### config.mk
export PLATFORM = sky130hd
export DESIGN_NAME = bitop_stream_engine
export DESIGN_NICKNAME = d
export VERILOG_FILES = /design/src/rtl/bitop_stream_pkg.sv /design/src/rtl/bitop_sync_fifo.sv /design/src/rtl/bitop_stream_engine.sv
export SDC_FILE = /design/constraint.sdc
export NUM_CORES = 1
export LEC_CHECK = 0
export CORE_MARGIN = 2
export CORE_UTILIZATION = 50
export DETAILED_ROUTE_END_ITERATION = 10
export PLACE_DENSITY = 0.73
export SYNTH_ARGS = -nofsm -noshare
export SYNTH_HDL_FRONTEND = slang
export SYNTH_SLANG_ARGS = --single-unit
### constraint.sdc
create_clock -name CLK -period 3.1 [get_ports CLK]
set_clock_uncertainty 0.2 [all_clocks]
set_input_delay 0.31 -clock CLK [delete_from_list [all_inputs] [get_ports CLK]]
set_output_delay 0.31 -clock CLK [all_outputs]
set_load 0.01 [all_outputs]
### src/rtl/bitop_stream_pkg.sv
`default_nettype none
// ============================================================================
// Module   : bitop_stream_pkg
// Brief    : Register addresses, operator encoding and per-bit operator helper
//            shared by the bitop stream engine.
// Revision : 1.0 - initial release
// ============================================================================
package bitop_stream_pkg;

    localparam logic [2:0] ADDR_A_NFULL  = 3'd0;
    localparam logic [2:0] ADDR_B_NFULL  = 3'd1;
    localparam logic [2:0] ADDR_Y_NEMPTY = 3'd2;
    localparam logic [2:0] ADDR_Y_HEAD   = 3'd3;
    localparam logic [2:0] ADDR_PUSH_A   = 3'd4;
    localparam logic [2:0] ADDR_PUSH_B   = 3'd5;
    localparam logic [2:0] ADDR_OP_MODE  = 3'd6;
    localparam logic [2:0] ADDR_COUNT    = 3'd7;

    typedef enum logic [1:0] {
        OP_XOR  = 2'd0,
        OP_AND  = 2'd1,
        OP_OR   = 2'd2,
        OP_XNOR = 2'd3
    } op_mode_e;

    function automatic logic apply_op(input op_mode_e op, input logic a, input logic b);
        logic r;
        r = a ^ b;
        case (op)
            OP_XOR:  r = a ^ b;
            OP_AND:  r = a & b;
            OP_OR:   r = a | b;
            OP_XNOR: r = ~(a ^ b);
            default: r = a ^ b;
        endcase
        return r;
    endfunction

endpackage
`default_nettype wire

### src/rtl/bitop_sync_fifo.sv
`default_nettype none
// ============================================================================
// Module   : bitop_sync_fifo
// Brief    : Single-clock FIFO with occupancy counter; push-when-full and
//            pop-when-empty are ignored.
// Revision : 1.0 - initial release
// ============================================================================
module bitop_sync_fifo #(
    parameter int WIDTH = 8,
    parameter int DEPTH = 2
) (
    input  logic             clk_i,
    input  logic             rst_n_i,
    input  logic             push_i,
    input  logic [WIDTH-1:0] data_i,
    input  logic             pop_i,
    output logic [WIDTH-1:0] head_o,
    output logic             full_o,
    output logic             empty_o
);

    // Depth 1 still needs a one-bit pointer; it simply never leaves zero.
    localparam int PTR_W = (DEPTH > 1) ? $clog2(DEPTH) : 1;
    localparam int CNT_W = $clog2(DEPTH) + 1;
    localparam logic [CNT_W-1:0] FULL_CNT = CNT_W'(DEPTH);
    localparam logic [PTR_W-1:0] LAST_PTR = PTR_W'(DEPTH - 1);

    logic [WIDTH-1:0] mem_q [DEPTH];
    logic [PTR_W-1:0] wr_ptr_q, wr_ptr_d;
    logic [PTR_W-1:0] rd_ptr_q, rd_ptr_d;
    logic [CNT_W-1:0] count_q, count_d;
    logic             do_push;
    logic             do_pop;

    assign full_o  = (count_q == FULL_CNT);
    assign empty_o = (count_q == '0);
    assign head_o  = mem_q[rd_ptr_q];
    assign do_push = push_i && !full_o;
    assign do_pop  = pop_i && !empty_o;

    always_comb begin
        wr_ptr_d = wr_ptr_q;
        rd_ptr_d = rd_ptr_q;
        count_d  = count_q;
        if (do_push) begin
            wr_ptr_d = (wr_ptr_q == LAST_PTR) ? '0 : wr_ptr_q + PTR_W'(1);
        end
        if (do_pop) begin
            rd_ptr_d = (rd_ptr_q == LAST_PTR) ? '0 : rd_ptr_q + PTR_W'(1);
        end
        case ({do_push, do_pop})
            2'b10:   count_d = count_q + CNT_W'(1);
            2'b01:   count_d = count_q - CNT_W'(1);
            default: count_d = count_q;
        endcase
    end

    always_ff @(posedge clk_i) begin
        if (!rst_n_i) begin
            wr_ptr_q <= '0;
            rd_ptr_q <= '0;
            count_q  <= '0;
        end else begin
            wr_ptr_q <= wr_ptr_d;
            rd_ptr_q <= rd_ptr_d;
            count_q  <= count_d;
        end
    end

    always_ff @(posedge clk_i) begin
        if (do_push) begin
            mem_q[wr_ptr_q] <= data_i;
        end
    end

endmodule
`default_nettype wire

### src/rtl/bitop_stream_engine.sv
`default_nettype none
// ============================================================================
// Module   : bitop_stream_engine
// Brief    : Two operand FIFOs feed a run-time selectable bitwise operator
//            into a result FIFO, all behind an address-mapped rd/wr port.
//            Optional result counter at address 7: BITOP_RESULT_COUNT_EN.
// Revision : 1.0 - initial release
// ============================================================================
module bitop_stream_engine
    import bitop_stream_pkg::*;
#(
    parameter int DATA_W  = 8,
    parameter int A_DEPTH = 2,
    parameter int B_DEPTH = 2,
    parameter int Y_DEPTH = 4
) (
    input  logic              CLK,
    input  logic              RST_N,
    input  logic [2:0]        read_address,
    input  logic              read_en,
    output logic [DATA_W-1:0] read_data,
    output logic              read_rdy,
    input  logic [2:0]        write_address,
    input  logic [DATA_W-1:0] write_data,
    input  logic              write_en,
    output logic              write_rdy
);

    logic [DATA_W-1:0] a_head, b_head, y_head, y_data;
    logic              a_full, a_empty, b_full, b_empty, y_full, y_empty;
    logic              a_push, b_push, y_pop, compute_fire;
    logic              wr_fire, rd_fire;
    logic [DATA_W-1:0] count_val;
    logic              count_wr_rdy;
    op_mode_e          op_mode_q, op_mode_d;

    assign wr_fire = write_en && write_rdy;
    assign rd_fire = read_en && read_rdy;
    assign a_push  = wr_fire && (write_address == ADDR_PUSH_A);
    assign b_push  = wr_fire && (write_address == ADDR_PUSH_B);
    assign y_pop   = rd_fire && (read_address == ADDR_Y_HEAD);

    // Y full is the pre-edge flag, so a same-cycle host pop does not free a slot.
    assign compute_fire = !a_empty && !b_empty && !y_full;

    bitop_sync_fifo #(.WIDTH(DATA_W), .DEPTH(A_DEPTH)) u_fifo_a (
        .clk_i   (CLK),
        .rst_n_i (RST_N),
        .push_i  (a_push),
        .data_i  (write_data),
        .pop_i   (compute_fire),
        .head_o  (a_head),
        .full_o  (a_full),
        .empty_o (a_empty)
    );

    bitop_sync_fifo #(.WIDTH(DATA_W), .DEPTH(B_DEPTH)) u_fifo_b (
        .clk_i   (CLK),
        .rst_n_i (RST_N),
        .push_i  (b_push),
        .data_i  (write_data),
        .pop_i   (compute_fire),
        .head_o  (b_head),
        .full_o  (b_full),
        .empty_o (b_empty)
    );

    bitop_sync_fifo #(.WIDTH(DATA_W), .DEPTH(Y_DEPTH)) u_fifo_y (
        .clk_i   (CLK),
        .rst_n_i (RST_N),
        .push_i  (compute_fire),
        .data_i  (y_data),
        .pop_i   (y_pop),
        .head_o  (y_head),
        .full_o  (y_full),
        .empty_o (y_empty)
    );

    for (genvar i = 0; i < DATA_W; i++) begin : g_bit
        assign y_data[i] = apply_op(op_mode_q, a_head[i], b_head[i]);
    end

    always_comb begin
        op_mode_d = op_mode_q;
        if (wr_fire && (write_address == ADDR_OP_MODE)) begin
            op_mode_d = op_mode_e'(2'(write_data));
        end
    end

    always_ff @(posedge CLK) begin
        if (!RST_N) begin
            op_mode_q <= OP_XOR;
        end else begin
            op_mode_q <= op_mode_d;
        end
    end

`ifdef BITOP_RESULT_COUNT_EN
    logic [DATA_W-1:0] count_q, count_d;

    // Clear has priority over a coincident increment.
    always_comb begin
        count_d = count_q;
        if (wr_fire && (write_address == ADDR_COUNT)) begin
            count_d = '0;
        end else if (compute_fire) begin
            count_d = count_q + DATA_W'(1);
        end
    end

    always_ff @(posedge CLK) begin
        if (!RST_N) begin
            count_q <= '0;
        end else begin
            count_q <= count_d;
        end
    end

    assign count_val    = count_q;
    assign count_wr_rdy = 1'b1;
`else
    assign count_val    = '0;
    assign count_wr_rdy = 1'b0;
`endif

    always_comb begin
        read_data = '0;
        read_rdy  = 1'b1;
        case (read_address)
            ADDR_A_NFULL:  read_data = DATA_W'(!a_full);
            ADDR_B_NFULL:  read_data = DATA_W'(!b_full);
            ADDR_Y_NEMPTY: read_data = DATA_W'(!y_empty);
            ADDR_Y_HEAD: begin
                read_rdy  = !y_empty;
                read_data = y_empty ? '0 : y_head;
            end
            ADDR_OP_MODE:  read_data = DATA_W'(op_mode_q);
            ADDR_COUNT:    read_data = count_val;
            default:       read_data = '0;
        endcase
    end

    always_comb begin
        write_rdy = 1'b0;
        case (write_address)
            ADDR_PUSH_A:  write_rdy = !a_full;
            ADDR_PUSH_B:  write_rdy = !b_full;
            ADDR_OP_MODE: write_rdy = 1'b1;
            ADDR_COUNT:   write_rdy = count_wr_rdy;
            default:      write_rdy = 1'b0;
        endcase
    end

endmodule
`default_nettype wire

==> metrics.cfg <==
[global_routing]
grt_first_pass_wirelength_um = 10800
grt_max_degree = 34
antenna_found_initial = 0
gr-total-overflow = 0
grt.total_usage_pct = 16.9
grt_pass1_vias = 2245

[sta]
rsz0062_at_grt = no
holdWs_ns = 0.303
final_hold_viol_count = 0
fin_setup_tns_ns = 0
setup-violations-final = 0
post-route-min-period_ns = 2.90
worst_pin_slew_ns = 0.596
drv_slew = 0
min_period_over_period_pct = 93.7
fmax_mhz = 344
maxSlewHeadroom_pct = 60.2

[power]
leakage_nw = 1.65
p_per_area_nw_per_um2 = 478
ir_worst_vdd_uv = 278

[synthesis]
synth_largest_area_cell = edfxtp_1
async_flop_share_pct = 0
yosysTopAreaCellShare_pct = 48.3
syn_nets = 352
synth_cells = 309
syn-cell-area_um2 = 3980
yosysWarningCount = 0
syn-mean-instance-area_um2 = 12.9
yosys.cell_count.top_type = edfxtp_1
ys_top_cells_by_area = edfxtp_1 48%, dfxtp_1 11%, ha_1 7.6%
synth_enable_flop_cells = 64
ys_seq_area_share_pct = 58.9
ys_seq_elements = 85
ys.flop_type = edfxtp_1
ys_types = 39
synthTopCellsByCount = 64 x edfxtp_1, 27 x inv_1, 26 x o21ai_0

[floorplan]
io_pins = 28
core-area_um2 = 7730
row_count = 32
initial_utilization_pct = 51.5
dieArea_um2 = 8680
die_y_um = 93.2
die_w_um = 93.2

[cts]
cts_tree = done
clock-sinks = 85
insertion_delay_ns = 0.35
ctsRootBufferMaster = clkbuf_8
hold_buffers = 0
post_cts_buffers = 0
cts_max_path_buffers = 2
clkTransAtPathRegs_ns = 0.08
cts_max_level = 3
ctsResizeCount = 0
cts_buffers = 9

[setup_path]
start_kind = register
crit_path_end_kind = primary output
critical_path_class = register to primary output
crit_fanout = 6
crit_buf_inv = 1
cp_top_family = flip-flops
critical_path_arrival_ns = 2.39
slowest_stage = dfxtp_1
critical_path.max_stage_delay_ns = 0.58
crit_chain = mux4_2 > and3_1 > a41o_1 > clkdlybuf4s50_1
critPathRequiredTime_ns = 2.59

[layout]
seq_area_um2 = 2340
drive_gt1_share_pct = 9.83
multi_input_area_um2 = 1460
final.fill_count = 616
finish.utilization_pct = 59.1
area_delta_synth_final_pct = 14.9
fin_nets = 384
n_antenna_cell = 0
design_area_um2 = 4570

[route]
vias_per_cell = 5.33
drc = 0
drtIter0Drc = 168
post_drt_wl_per_cell_um = 14.9
drt_first_pass_iters = 5
totalWireLength_um = 6670
ant_nets = 0
num_vias = 2389

[outcome]
status = finished clean

[place]
gp_congestion = 0.711
io_buffer_count = 27
dpl-instance-area_um2 = 4350
hpwlAfterDp_um = 4630

[min_path]
min_path_type = register to register

[job]
max_cap_viol_count = 0

==> area by class of cell <==
class                           count  share of cell area [%]
Tap cell                          102                    2.79
Inverter                           28                    2.30
Clock inverter                      6                    1.92
Multi-Input combinational cell    183                    31.9
Sequential cell                    85                    51.3
Timing Repair Buffer               34                    7.06
Clock buffer                       10                    2.79
==> layer usage <==
metal / part of all wire, % / GRT usage, %
met4: 2.0 / 9.19
met1: 46 / 20.7
met5: 0 / 0
met3: 2.9 / 2.98
met2: 49 / 28.4
==> metrics by stage <==
stage                     setup WS [ns]  cells  total power [W]
after CTS                         0.139    448          0.00219
after global placement            0.419    432          0.00137
final                             0.195    448          0.00219
after global routing             0.0881    448          0.00227
after detailed placement          0.373    432          0.00137
after floorplan                   0.667    309          0.00132
==> placed cells by master, fill, tap and decap left out, types with 2 or more instances in the layout <==
| cell type | instances |
|---|---|
| a21oi_1 | 13 |
| and3_1 | 11 |
| buf_4 | 7 |
| bufinv_16 | 2 |
| clkbuf_8 | 9 |
| clkdlybuf4s50_1 | 27 |
| clkinv_1 | 2 |
| clkinvlp_4 | 2 |
| dfxtp_1 | 21 |
| edfxtp_1 | 64 |
| ha_1 | 24 |
| inv_1 | 27 |
| mux2i_1 | 20 |
| mux4_2 | 8 |
| nand2_1 | 15 |
| nand3_1 | 2 |
| nor2_1 | 11 |
| nor2b_1 | 11 |
| o211ai_1 | 5 |
| o21ai_0 | 26 |
| o31ai_1 | 2 |
| or3_1 | 9 |
| or3b_2 | 2 |
| or4_1 | 3 |
| xnor2_1 | 2 |
| xor2_1 | 4 |
==> kinds of logic after synthesis <==
kind of cell             synth area share (%)
XOR/XNOR                                 1.32
AND/OR/NAND/NOR                          10.3
adder cells (fa/ha/maj)                  8.06
buffers and inverters                    4.47
AO/OA/AOI/OAI                            7.08
multiplexers                             9.85
flip-flops                               58.9
==> worst reg2reg max path: stages, from the launching register on <==
cell and delay, ns:
dfxtp_1 0.36, o22ai_1 0.47, nor2_1 0.15, inv_1 0.08, ha_1 0.17, inv_1 0.06, fa_1 0.37, xor2_1 0.15
or3_1 0.30, a21oi_1 0.13
==> where the power goes <==
part / internal [W] / total (W) / switching, W
Combinational: 0.0000471 / 0.000102 / 0.0000550
Clock: 0.000452 / 0.000841 / 0.000388
Sequential: 0.00124 / 0.00124 / 0.00000679
==> flip-flops by register name (all words and copies together) (netlist names), named ones only <==
name               flops
u_fifo_a.rd_ptr_q      1
op_mode_q              2
u_fifo_b.count_q       2
u_fifo_a.wr_ptr_q      1
u_fifo_y.count_q       3
u_fifo_y.wr_ptr_q      2
u_fifo_a.mem_q        16
u_fifo_b.mem_q        16
u_fifo_a.count_q       2
u_fifo_y.rd_ptr_q      2
u_fifo_b.rd_ptr_q      1
u_fifo_b.wr_ptr_q      1
u_fifo_y.mem_q        32
==> path summary, 6_finish.rpt <==
path / from / to / slack [ns] / cells after the start
worst max-delay path: register / read_data[1] / 0.20 / 4
worst min-delay path: u_fifo_a.wr_ptr_q$_SDFFE_PN0P_ / u_fifo_a.wr_ptr_q$_SDFFE_PN0P_ / 0.30 / 2
worst max register to register: u_fifo_a.count_q[0]$_SDFFE_PN0P_ / u_fifo_y.count_q[2]$_SDFFE_PN0P_ / 0.59 / 9
worst min register to register: u_fifo_a.wr_ptr_q$_SDFFE_PN0P_ / u_fifo_a.wr_ptr_q$_SDFFE_PN0P_ / 0.30 / 2
No activity file was read; power rests on OpenSTA's default activity.
==> variant 1: new RTL, config.mk and constraints unchanged <==
The parameter `B_DEPTH` goes from 2 to 1.
--- a/src/rtl/bitop_stream_engine.sv
+++ b/src/rtl/bitop_stream_engine.sv
@@ -11,7 +11,7 @@
 #(
     parameter int DATA_W  = 8,
     parameter int A_DEPTH = 2,
-    parameter int B_DEPTH = 2,
+    parameter int B_DEPTH = 1,
     parameter int Y_DEPTH = 4
 ) (
     input  logic              CLK,
Behaviour: not the same (a bounded check fails within 4 cycles, from zero or initial values and one cycle with RST_N low).
==> variant 1 against the unedited design <==
Sequential power fell by 14%. Combinational power fell by 7%. Core utilization rose by 0.22 points. Global-route usage rose by 0.58 points. Register-to-register slack got worse by 180 ps. Wire length fell by 11%. Total power fell by 11%. Setup slack improved by 45 ps. Area after synthesis fell by 13%. Sequential cell count fell by 12. Synthesized cell count fell by 18%. Count of clock-buffer cells in the layout did not move. Sequential share of layout area fell by 0.84 points. Design area fell by 12%. Largest power group unchanged. Highest routed layer unchanged.
==> variant 1: results (changes against the unedited design) <==
- Status: finished, final reports clean (unchanged)
- DP Area: 3800 µm² (was 4350 µm²)
- Worst r2r src: u_fifo_y.count_q[0] (was u_fifo_a.count_q[0])
- Post-synth EDFFs: 56 (was 64)
- Register area share after synthesis: 0.584 (was 0.589)
- Pre-Repair DR Iteration Count: 4 (was 5)
- DRT iter0 DRCs: 138 (was 168)
- Reg2Reg Depth: 7 (was 9)
- Vias in the first global route: 1969 (was 2245)
- Mapped Nets: 296 (was 352)
- Top flop regs: u_fifo_y.mem_q (32), u_fifo_a.mem_q (16), u_fifo_b.mem_q (8) (was u_fifo_y.mem_q (32), u_fifo_a.mem_q (16), u_fifo_b.mem_q (16))
- Fraction of layout cells with a size suffix above 1: 0.134 (was 0.0983)
- Crit-path max FO: 8 (was 6)
- Crit path DAT: 2350 ps (was 2390 ps)
- DR WL/cell: 16.1 µm (was 14.9 µm)
- Leakage power: 0.00151 µW (was 0.00165 µW)
- Max Root-Sink Buffers: 2 (unchanged)
- Synth top cells by count: 56 x edfxtp_1, 23 x ha_1, 22 x inv_1, 17 x dfxtp_1, 16 x a21oi_1 (was 64 x edfxtp_1, 27 x inv_1, 26 x o21ai_0, 24 x ha_1, 21 x dfxtp_1)
- Clock transition at path regs: 70 ps
- Hold Path Origin: u_fifo_a.wr_ptr_q (unchanged)
- VDD IR max: 299 µV (was 278 µV)
- Pwr Total: 1950 µW (was 2190 µW)
- Hold EP: u_fifo_a.wr_ptr_q (unchanged)
- Largest net degree at the start of global routing: 26 (was 34)
- Area contributors post-synth: edfxtp_1 49%, dfxtp_1 9.8%, ha_1 8.3% (was edfxtp_1 48%, dfxtp_1 11%, ha_1 7.6%)
- Post-DP HPWL: 4070 µm (was 4630 µm)
- Placed Cells: 354 (was 432)
- Vias per inst: 5.49 (was 5.33)
- Flop-to-flop setup slack: 410 ps (was 590 ps)
- Nets: 327 (was 384)
- Hold path depth: 2 (unchanged)
- Non-Filler Instances: 370 (was 448)
- Routability congestion estimate: 0.685 (was 0.711)
- Gr usage total: 0.175 (was 0.169)
- Worst Max-Slew Pin Slew: 656 ps (was 596 ps)
[variant 1: cells by family (layout without fill, tap and decap cells)]
group | after synthesis | count (layout) | share of synthesized area
AOI/OAI and AO/OA | 35 | 35 | 0.0621
DFF | 73 | 73 | 0.584
xor gates and xnor gates | 4 | 4 | 0.0101
adders and majority gates | 24 | 24 | 0.0889
buffers and inverters | 34 | 70 | 0.0433
muxes | 29 | 29 | 0.116
and+or+nand+nor | 55 | 55 | 0.0961
[variant 1: layer usage]
metal,vias up,routed length (µm),GRT usage
met1,986,2680,0.224
met3,13,210,0.0370
met2,39,2900,0.280
li1,994,-,-
met5,-,0,0
met4,0,155,0.0909
[variant 1: cell type report]
cell class,instances,area (µm²)
clock buffers,10,128
clock inverters,6,82.6
fillers,552,2750
inverters,23,86.3
multi-input cells,147,1290
flip-flops and latches,73,2020
well taps,80,100
repair buffers,31,300
[variant 1: metrics by stage]
stage	setup WS [ps]	hold WS, ps	utilization
6_report	240	291	0.594
5_1_grt	29.4	330	0.594
4_1_cts	147	296	0.594
3_5_place_dp	328	285	0.562
3_3_place_gp	377	271	0.562
2_1_floorplan	511	209	-
[variant 1: worst max path at each step]
stage,cells after the start,slack (ps),startpoint,to
2_1_floorplan,9,510,u_fifo_y.count_q[0],u_fifo_y.count_q[2]
3_3_place_gp,8,380,read_address[2],u_fifo_y.count_q[2]
3_5_place_dp,8,330,read_address[2],u_fifo_y.count_q[2]
4_1_cts,4,150,register,read_data[0]
5_1_grt,4,30,register,read_data[0]
6_report,4,240,register,read_data[0]
[variant 1: where the power goes]
group	switching (µW)	internal [µW]	leakage [µW]	total (µW)
Clock	342	449	0.000106	791
Combinational	46.9	47.8	0.000763	94.8
Sequential	5.72	1060	0.000642	1070
Total	395	1560	0.00151	1950
[variant 1: critical path, cell delays in order (launching register included)]
cell and delay, ps:
dfxtp_1 680, mux4_2 340, nor2_1 50, a2111oi_1 330
clkdlybuf4s50_1 610
==> variant 2: new RTL, same settings <==
Without the edit above. Add a define of `BITOP_RESULT_COUNT_EN`.
--- a/src/rtl/bitop_stream_engine.sv
+++ b/src/rtl/bitop_stream_engine.sv
@@ -6,6 +6,8 @@
 //            Optional result counter at address 7: BITOP_RESULT_COUNT_EN.
 // Revision : 1.0 - initial release
 // ============================================================================
+`define BITOP_RESULT_COUNT_EN
+
 module bitop_stream_engine
     import bitop_stream_pkg::*;
 #(
Function: changed (Yosys sat finds a counterexample within 4 cycles, from zero or initial values and one cycle with RST_N low).
==> variant 2 against the unedited design <==
First-iteration DRC count down 19%. Critical path type is now input pin to output pin. Design area up 9.4%. Largest power group unchanged. Area after synthesis up 11%. Fmax up 8.4%. Largest cell class unchanged. Wire length up 18%. Sequential cell count up 8. Critical path depth up 1. Worst hold slack worse by 6.9 ps. Total power up 1.7%. Sequential power up 9%. Setup slack better by 220 ps.
==> variant 2: results (changes against the unedited design) <==
- Gr usage total: 0.173 (was 0.169)
- Crit-path max FO: 7 (was 6)
- Met2 GRT Util: 0.288 (was 0.284)
- Total power per unit cell area: 445 nW/µm² (was 478 nW/µm²)
- Worst Max-Slew Pin Slew: 616 ps (was 596 ps)
- Vias: 2848 (was 2389)
- VDD IR max: 263 µV (was 278 µV)
- Met1 wire length: 3470 µm (was 3060 µm)
- Register area share after synthesis: 0.565 (was 0.589)
- Comb pwr: 110 µW (was 102 µW)
- Clock-net power: 766 µW (was 841 µW)
- Placed Cells: 490 (was 432)
- Vias in the first global route: 2642 (was 2245)
- First-pass GRT wire length: 12900 µm (was 10800 µm)
- Metal2 WL: 3900 µm (was 3280 µm)
- Vias per inst: 5.63 (was 5.33)
- Pre-Repair DR Iteration Count: 4 (was 5)
- Status: finished, final reports clean (unchanged)
- Leakage power: 0.00175 µW (was 0.00165 µW)
- Setup WS pre-CTS: 164 ps (was 373 ps)
- Area contributors post-synth: edfxtp_1 43%, dfxtp_1 13%, ha_1 7.1% (was edfxtp_1 48%, dfxtp_1 11%, ha_1 7.6%)
- Fraction of layout cells with a size suffix above 1: 0.0779 (was 0.0983)
- Hold WS: 296 ps (was 303 ps)
- Max stage delay on crit path: 560 ps (was 580 ps)
- WL met3: 363 µm (was 191 µm)
- Post-synthesis compound-gate area fraction: 0.0936 (was 0.0708)
- Final wirelength: 7870 µm (was 6670 µm)
- Netlist cell types: 45 (was 39)
- XOR/XNOR share of the synthesized area: 0.0119 (was 0.0132)
- Synth top cells by count: 64 x edfxtp_1, 29 x dfxtp_1, 28 x inv_1, 28 x mux2i_1, 28 x o21ai_0 (was 64 x edfxtp_1, 27 x inv_1, 26 x o21ai_0, 24 x ha_1, 21 x dfxtp_1)
[variant 2: how the worst min path moves through the flow]
stage                      endpoint               from
6_report          u_fifo_b.wr_ptr_q  u_fifo_b.wr_ptr_q
3_5_place_dp      u_fifo_b.wr_ptr_q  u_fifo_b.wr_ptr_q
3_3_place_gp      u_fifo_a.wr_ptr_q  u_fifo_a.wr_ptr_q
2_1_floorplan  u_fifo_a.mem_q[0][0]      write_data[0]
4_1_cts           u_fifo_b.wr_ptr_q  u_fifo_b.wr_ptr_q
5_1_grt           u_fifo_b.wr_ptr_q  u_fifo_b.wr_ptr_q
[variant 2: layout make-up]
| class | instances | area (µm²) |
|---|---|---|
| clock buffers | 11 | 131 |
| clock inverters | 5 | 51.3 |
| fillers | 724 | 3630 |
| inverters | 29 | 109 |
| multi-input cells | 224 | 1730 |
| flip-flops and latches | 93 | 2500 |
| well taps | 108 | 135 |
| repair buffers | 36 | 338 |
